`config.mk`:
```
export PLATFORM = sky130hd
export DESIGN_NAME = issue_ctrl
export DESIGN_NICKNAME = d
export VERILOG_FILES = /design/src/rtl/orion_types.sv /design/src/rtl/issue_ctrl_scoreboard.sv /design/src/rtl/issue_ctrl.sv
export SDC_FILE = /design/constraint.sdc
export NUM_CORES = 1
export LEC_CHECK = 0
export CORE_UTILIZATION = 45
export DETAILED_ROUTE_END_ITERATION = 6
export PLACE_DENSITY = 0.72
export SYNTH_ARGS = -nofsm -noshare
export SYNTH_HDL_FRONTEND = slang
export SYNTH_HIERARCHICAL = 1
export SYNTH_SLANG_ARGS = --single-unit
```
`constraint.sdc`:
```
create_clock -name clk_i -period 3.3 [get_ports clk_i]
set_input_delay 0.66 -clock clk_i [delete_from_list [all_inputs] [get_ports clk_i]]
set_output_delay 0.66 -clock clk_i [all_outputs]
set_load 0.02 [all_outputs]
```
`src/rtl/orion_types.sv`:
```
// Shared types for the issue controller.
//   SB_CNT_W      default width of a per-register pending-write counter
//   REG_IDX_W     width of an architectural register index
//   issue_state_t flush sequencer states
package orion_types;

  localparam int unsigned SB_CNT_W  = 2;
  localparam int unsigned REG_IDX_W = 5;

  typedef enum logic {
    ISS_IDLE,
    ISS_FLUSH
  } issue_state_t;

endpackage

```
`src/rtl/issue_ctrl_scoreboard.sv`:
```
// Pending-write scoreboard: one saturating-free counter per register (x0 never tracked).
//   clk, rst        clock, async active-high reset
//   inc, inc_idx    an issuing instruction will write inc_idx
//   dec, dec_idx    writeback commits dec_idx
//   rs1_idx/rs2_idx source lookups -> rs1_busy/rs2_busy (pending write outstanding)
//   rd_idx          destination lookup -> rd_full (counter at maximum)
//   busy            any counter nonzero
//   err             sticky: writeback seen for a register with nothing pending
module issue_ctrl_scoreboard
  import orion_types::*;
#(
  parameter int unsigned NREGS = 32,
  parameter int unsigned CNT_W = SB_CNT_W
) (
  input  logic                 clk,
  input  logic                 rst,
  input  logic                 inc,
  input  logic [REG_IDX_W-1:0] inc_idx,
  input  logic                 dec,
  input  logic [REG_IDX_W-1:0] dec_idx,
  input  logic [REG_IDX_W-1:0] rs1_idx,
  input  logic [REG_IDX_W-1:0] rs2_idx,
  input  logic [REG_IDX_W-1:0] rd_idx,
  output logic                 rs1_busy,
  output logic                 rs2_busy,
  output logic                 rd_full,
  output logic                 busy,
  output logic                 err
);

  logic [CNT_W-1:0] cnt   [NREGS];
  logic [CNT_W-1:0] cnt_n [NREGS];
  logic             err_set;
  logic             hit_inc;
  logic             hit_dec;

  always_comb begin
    cnt_n   = cnt;
    err_set = 1'b0;
    hit_inc = 1'b0;
    hit_dec = 1'b0;
    for (int unsigned r = 1; r < NREGS; r++) begin
      hit_inc = inc && (inc_idx == REG_IDX_W'(r));
      hit_dec = dec && (dec_idx == REG_IDX_W'(r));
      if (hit_dec && cnt[r] == '0) err_set = 1'b1;
      // Simultaneous inc and dec on one register cancel out.
      if (hit_inc && !hit_dec) begin
        cnt_n[r] = cnt[r] + 1'b1;
      end else if (hit_dec && !hit_inc && cnt[r] != '0) begin
        cnt_n[r] = cnt[r] - 1'b1;
      end
    end
  end

  always_ff @(posedge clk or posedge rst) begin
    if (rst) begin
      cnt <= '{default: '0};
      err <= 1'b0;
    end else begin
      cnt <= cnt_n;
      if (err_set) err <= 1'b1;
    end
  end

  always_comb begin
    busy = 1'b0;
    for (int unsigned r = 1; r < NREGS; r++) begin
      if (cnt[r] != '0) busy = 1'b1;
    end
  end

  assign rs1_busy = (rs1_idx != '0) && (cnt[rs1_idx] != '0);
  assign rs2_busy = (rs2_idx != '0) && (cnt[rs2_idx] != '0);
  assign rd_full  = (rd_idx  != '0) && (cnt[rd_idx]  == '1);

endmodule

```
`src/rtl/issue_ctrl.sv`:
```
// Issue controller: gates ID->EX issue on scoreboard hazards, sequences pipeline
// flushes after EX redirects, and counts hazard-stall cycles.
//   clk_i, rst_i             clock, async active-high reset
//   id_*                     instruction held in decode (sources, destination, valid)
//   ex_ready_i               EX can accept this cycle
//   redirect_i               EX resolved a taken control transfer
//   wb_rd_s_i, wb_rd_we_i    writeback commit
//   issue_o, stall_o         issue / hold-fetch-and-decode
//   flush_req_o              invalidate instruction in ID
//   busy_o                   any write pending
//   stall_cnt_o              saturating hazard-stall cycle count
//   sb_err_o                 sticky spurious-writeback flag
module issue_ctrl
  import orion_types::*;
#(
  parameter int unsigned NREGS        = 32,
  parameter int unsigned CNT_W        = SB_CNT_W,
  parameter int unsigned FLUSH_CYCLES = 1
) (
  input  logic        clk_i,
  input  logic        rst_i,
  input  logic        id_valid_i,
  input  logic [4:0]  id_rs1_s_i,
  input  logic [4:0]  id_rs2_s_i,
  input  logic        id_rs1_use_i,
  input  logic        id_rs2_use_i,
  input  logic [4:0]  id_rd_s_i,
  input  logic        id_rd_we_i,
  input  logic        ex_ready_i,
  input  logic        redirect_i,
  input  logic [4:0]  wb_rd_s_i,
  input  logic        wb_rd_we_i,
  output logic        issue_o,
  output logic        stall_o,
  output logic        flush_req_o,
  output logic        busy_o,
  output logic [31:0] stall_cnt_o,
  output logic        sb_err_o
);

  localparam int unsigned FCNT_W = (FLUSH_CYCLES > 1) ? $clog2(FLUSH_CYCLES) : 1;
  localparam logic [FCNT_W-1:0] FCNT_LOAD =
    (FLUSH_CYCLES > 0) ? FCNT_W'(FLUSH_CYCLES - 1) : '0;

  issue_state_t      state, state_n;
  logic [FCNT_W-1:0] fcnt, fcnt_n;

  logic rs1_busy, rs2_busy, rd_full;
  logic hazard;

  issue_ctrl_scoreboard #(
    .NREGS (NREGS),
    .CNT_W (CNT_W)
  ) u_sb (
    .clk      (clk_i),
    .rst      (rst_i),
    .inc      (issue_o && id_rd_we_i),
    .inc_idx  (id_rd_s_i),
    .dec      (wb_rd_we_i),
    .dec_idx  (wb_rd_s_i),
    .rs1_idx  (id_rs1_s_i),
    .rs2_idx  (id_rs2_s_i),
    .rd_idx   (id_rd_s_i),
    .rs1_busy (rs1_busy),
    .rs2_busy (rs2_busy),
    .rd_full  (rd_full),
    .busy     (busy_o),
    .err      (sb_err_o)
  );

  // No writeback bypass: a source retiring this cycle still blocks issue.
  assign hazard = (id_rs1_use_i && rs1_busy)
               || (id_rs2_use_i && rs2_busy)
               || (id_rd_we_i   && rd_full);

  assign flush_req_o = redirect_i || (state == ISS_FLUSH);
  assign issue_o     = id_valid_i && !hazard && ex_ready_i && !flush_req_o;
  assign stall_o     = id_valid_i && !issue_o && !flush_req_o;

  always_ff @(posedge clk_i or posedge rst_i) begin
    if (rst_i) begin
      state <= ISS_IDLE;
      fcnt  <= '0;
    end else begin
      state <= state_n;
      fcnt  <= fcnt_n;
    end
  end

  always_comb begin
    state_n = state;
    fcnt_n  = fcnt;
    unique case (state)
      ISS_IDLE: begin
        if (redirect_i && FLUSH_CYCLES > 0) begin
          state_n = ISS_FLUSH;
          fcnt_n  = FCNT_LOAD;
        end
      end
      ISS_FLUSH: begin
        if (redirect_i) begin
          fcnt_n = FCNT_LOAD;
        end else if (fcnt == '0) begin
          state_n = ISS_IDLE;
        end else begin
          fcnt_n = fcnt - 1'b1;
        end
      end
      default: state_n = ISS_IDLE;
    endcase
  end

  always_ff @(posedge clk_i or posedge rst_i) begin
    if (rst_i) begin
      stall_cnt_o <= '0;
    end else if (id_valid_i && hazard && !flush_req_o && stall_cnt_o != '1) begin
      stall_cnt_o <= stall_cnt_o + 32'd1;
    end
  end

endmodule

```
==> results.py <==
metrics = {
    "run_status": {
        "status": "finished, violations left",
        "violations": "negative setup slack",
    },
    "timing": {
        "rsz0062_at_grt": "true",
        "fmax_mhz": 271,
        "period_share_pct": 112,
        "period_needed_ps": 3690,
        "fin_setup_tns_ps": -15120,
        "fin_ws_ps": -389,
        "finalClockSkew_ps": 14.5,
        "tightestPinTransition_ps": 924,
        "slew_headroom_pct": 38.4,
        "finalHoldViolations": 0,
        "slew_viol_final": 0,
        "setup_viol": 64,
    },
    "critical_path": {
        "crit_chain": "clkdlybuf4s15_1 > buf_6 > nand3_1 > o21ai_0 > a2111oi_2 > a311oi_2 > a22o_1 > a222oi_1 > nand2_1 > nor2_4 > and2_4 > buf_6 > and2b_2 > nor2b_4 > and3_4 > mux2i_1 > a21oi_1",
        "critical_path_class": "input port to register",
        "path_delay_family": "simple AND/OR/NAND/NOR gates",
        "crit_buf_inv": 3,
        "cp.required_ps": 3550,
        "slowest_stage": "a2111oi_2",
        "cp_common_cell": "buf_6",
        "worstSetupStartpointType": "input port",
        "cp-end-kind": "register",
        "cp_max_fo": 6,
        "worstPathArrival_ps": 3940,
        "slowest_delay_ps": 480,
    },
    "detailed_routing": {
        "drt_first_iter_violations": 750,
        "viasPerCell": 6.16,
        "first_pass_iters": 5,
        "wirelength_um": 23600,
        "antenna_left": 0,
        "vias": 7421,
        "wl_per_cell_um": 19.6,
        "drc_errors": 0,
    },
    "floorplanning": {
        "die_w_um": 126,
        "pin_count": 66,
        "core_um2": 15100,
        "dieArea_um2": 15900,
        "fp.dieH_um": 126,
        "num_rows": 45,
        "start_util_pct": 45.8,
    },
    "cts": {
        "postCtsHoldBufs": 0,
        "clockBufferDepth": 2,
        "cts.htree.levels": 3,
        "clk_latency_ps": 370,
        "ctsRootBufferMaster": "clkbuf_16",
        "cts_buffers": 9,
        "cts_tree": "built",
        "clkTransAtPathRegs_ps": 70,
        "clkSinkCount": 96,
    },
    "global_routing": {
        "first_global_vias": 6822,
        "grt_pass1_wl_um": 35700,
        "gr-total-overflow": 0,
        "grt_usage_pct": 29.1,
        "antenna_found_initial": 0,
        "grt_start_max_net_pins": 53,
    },
    "placed_design": {
        "gp_congestion": 0.970,
        "hpwl_um": 17000,
        "portBuffers": 65,
        "pre_cts_slack_ps": -997,
    },
    "layout": {
        "area_growth_pct": 42.7,
        "drive_gt1_share_pct": 33.2,
        "antenna_cells": 0,
        "final_core_util_pct": 65.4,
        "final_common_cell": "buf_4",
        "final_cell_mix": "buf_4 (161), dfrtp_1 (92), nor2_1 (67), nand2_1 (59), a21oi_1 (55)",
        "fin_nets": 1041,
    },
    "synth": {
        "synth-simple-area-share_pct": 26.9,
        "synth_compound_area_share_pct": 20.8,
        "netlist_instances": 796,
        "synthMuxAreaShare_pct": 9.32,
        "synth_edf_count": 0,
        "synth_top_family_by_area": "simple AND/OR/NAND/NOR gates",
        "synth-main-ff-cell": "dfrtp_1",
        "syn_avg_cell_area_um2": 8.72,
        "synth_area_um2": 6940,
        "yosys_warnings": 6,
        "synthAdderAreaFrac_pct": 0.180,
        "ys_seq_area_share_pct": 34.6,
        "synthArstFlopShare_pct": 100,
        "syn_nets": 826,
        "synth-xor-area-share_pct": 4.04,
        "ys_ff_latch": 96,
        "synthDistinctLibCells": 66,
    },
    "power_and_ir_drop": {
        "ir_worst_vdd_uv": 284,
        "p_leak_nw": 3.85,
        "power_density_nw_per_um2": 294,
    },
    "min_path": {
        "min_path_type": "input port to async pin",
    },
    "flow_run": {
        "max-cap-violations": 0,
    },
}
[final timing paths]
path	start	endpoint	slack, ps	depth (start not counted)
hold reg to reg	stall_cnt_o[31]	stall_cnt_o[31]	510	1
setup / recovery	id_rd_s_i[0]	u_sb/cnt[49]	-390	17
setup reg to reg	u_sb/cnt[56]	u_sb/cnt[49]	-350	16
min in group clk_i	stall_cnt_o[31]	stall_cnt_o[31]	510	1
max in group asynchronous	rst_i	u_sb/cnt[0]	2110	3
hold / removal	rst_i	state	490	2
[worst register-to-register path: cells and delay by family (launching register included)]
family / cells / cell delay [ps]
and+or+nand+nor: 7 / 1330
AOI/OAI and AO/OA: 6 / 1300
DFF: 1 / 440
buffers and inverters: 2 / 280
muxes: 1 / 200
[state kept, by name, summed over array words and instances (netlist names)]
signal / flops
u_sb/cnt: 62
stall_cnt_o: 32
state: 1
u_sb/err: 1
[area by class of cell]
cell class	instances	area, µm²
clock buffers	10	239
clock inverters	6	56.3
inverters	22	85.1
multi-input cells	636	4770
well taps	188	235
repair buffers	246	2120
fillers	1183	5240
flip-flops and latches	96	2410
[layer usage]
layer,vias to the layer above,wire length [µm],GRT usage (%)
met5,-,0,0
met4,0,981,13.1
met3,91,2210,5.82
met2,394,11000,46.3
met1,3540,9460,38.3
li1,3396,-,-
[Yosys cell counts (23+ instances only)]
cell type / instances / area [µm²]
dfrtp_1: 96 / 2400
nor2_1: 77 / 289
a21oi_1: 64 / 320
nand2_1: 64 / 240
nand3_1: 43 / 215
nor3_1: 33 / 165
o21ai_0: 31 / 155
a211oi_1: 25 / 188
nand3b_1: 25 / 188
o211ai_1: 24 / 180
xnor2_1: 24 / 210
buf_2: 23 / 115
mux2i_1: 23 / 230
nand4_1: 23 / 144
[per-stage QoR]
stage | instance area, µm² | total power, mW | hold slack (ps) | cells
2_1_floorplan | 7140 | 1.54 | 480 | 796
3_3_place_gp | 8990 | 1.79 | 483 | 1165
3_5_place_dp | 8990 | 1.79 | 497 | 1165
4_1_cts | 9620 | 2.89 | 485 | 1189
5_1_grt | 9910 | 3.00 | 501 | 1204
6_report | 9910 | 2.91 | 492 | 1204
[repair_timing]
action | CTS | global route
endpoints found under the hold margin | 0 | 0
cloned | 1 | 0
gates resized for setup | 91 | 49
pin swaps | 31 | 35
buffers inserted | 7 | 17
setup endpoints to repair | 95 | 64
[where the power goes]
part,total [mW],leakage (nW),switching (mW),internal (mW)
sequential,1.25,1.32,0.0397,1.21
clock,1.08,0.144,0.532,0.551
combinational,0.581,2.39,0.326,0.255
[kinds of logic after synthesis]
family / Yosys count
buf+inv: 64
compound gates: 211
xor+xnor: 32
simple gates: 349
fa+ha+maj: 1
mux: 43
flops: 96
Note: power is estimated with default switching activity, not from simulation.
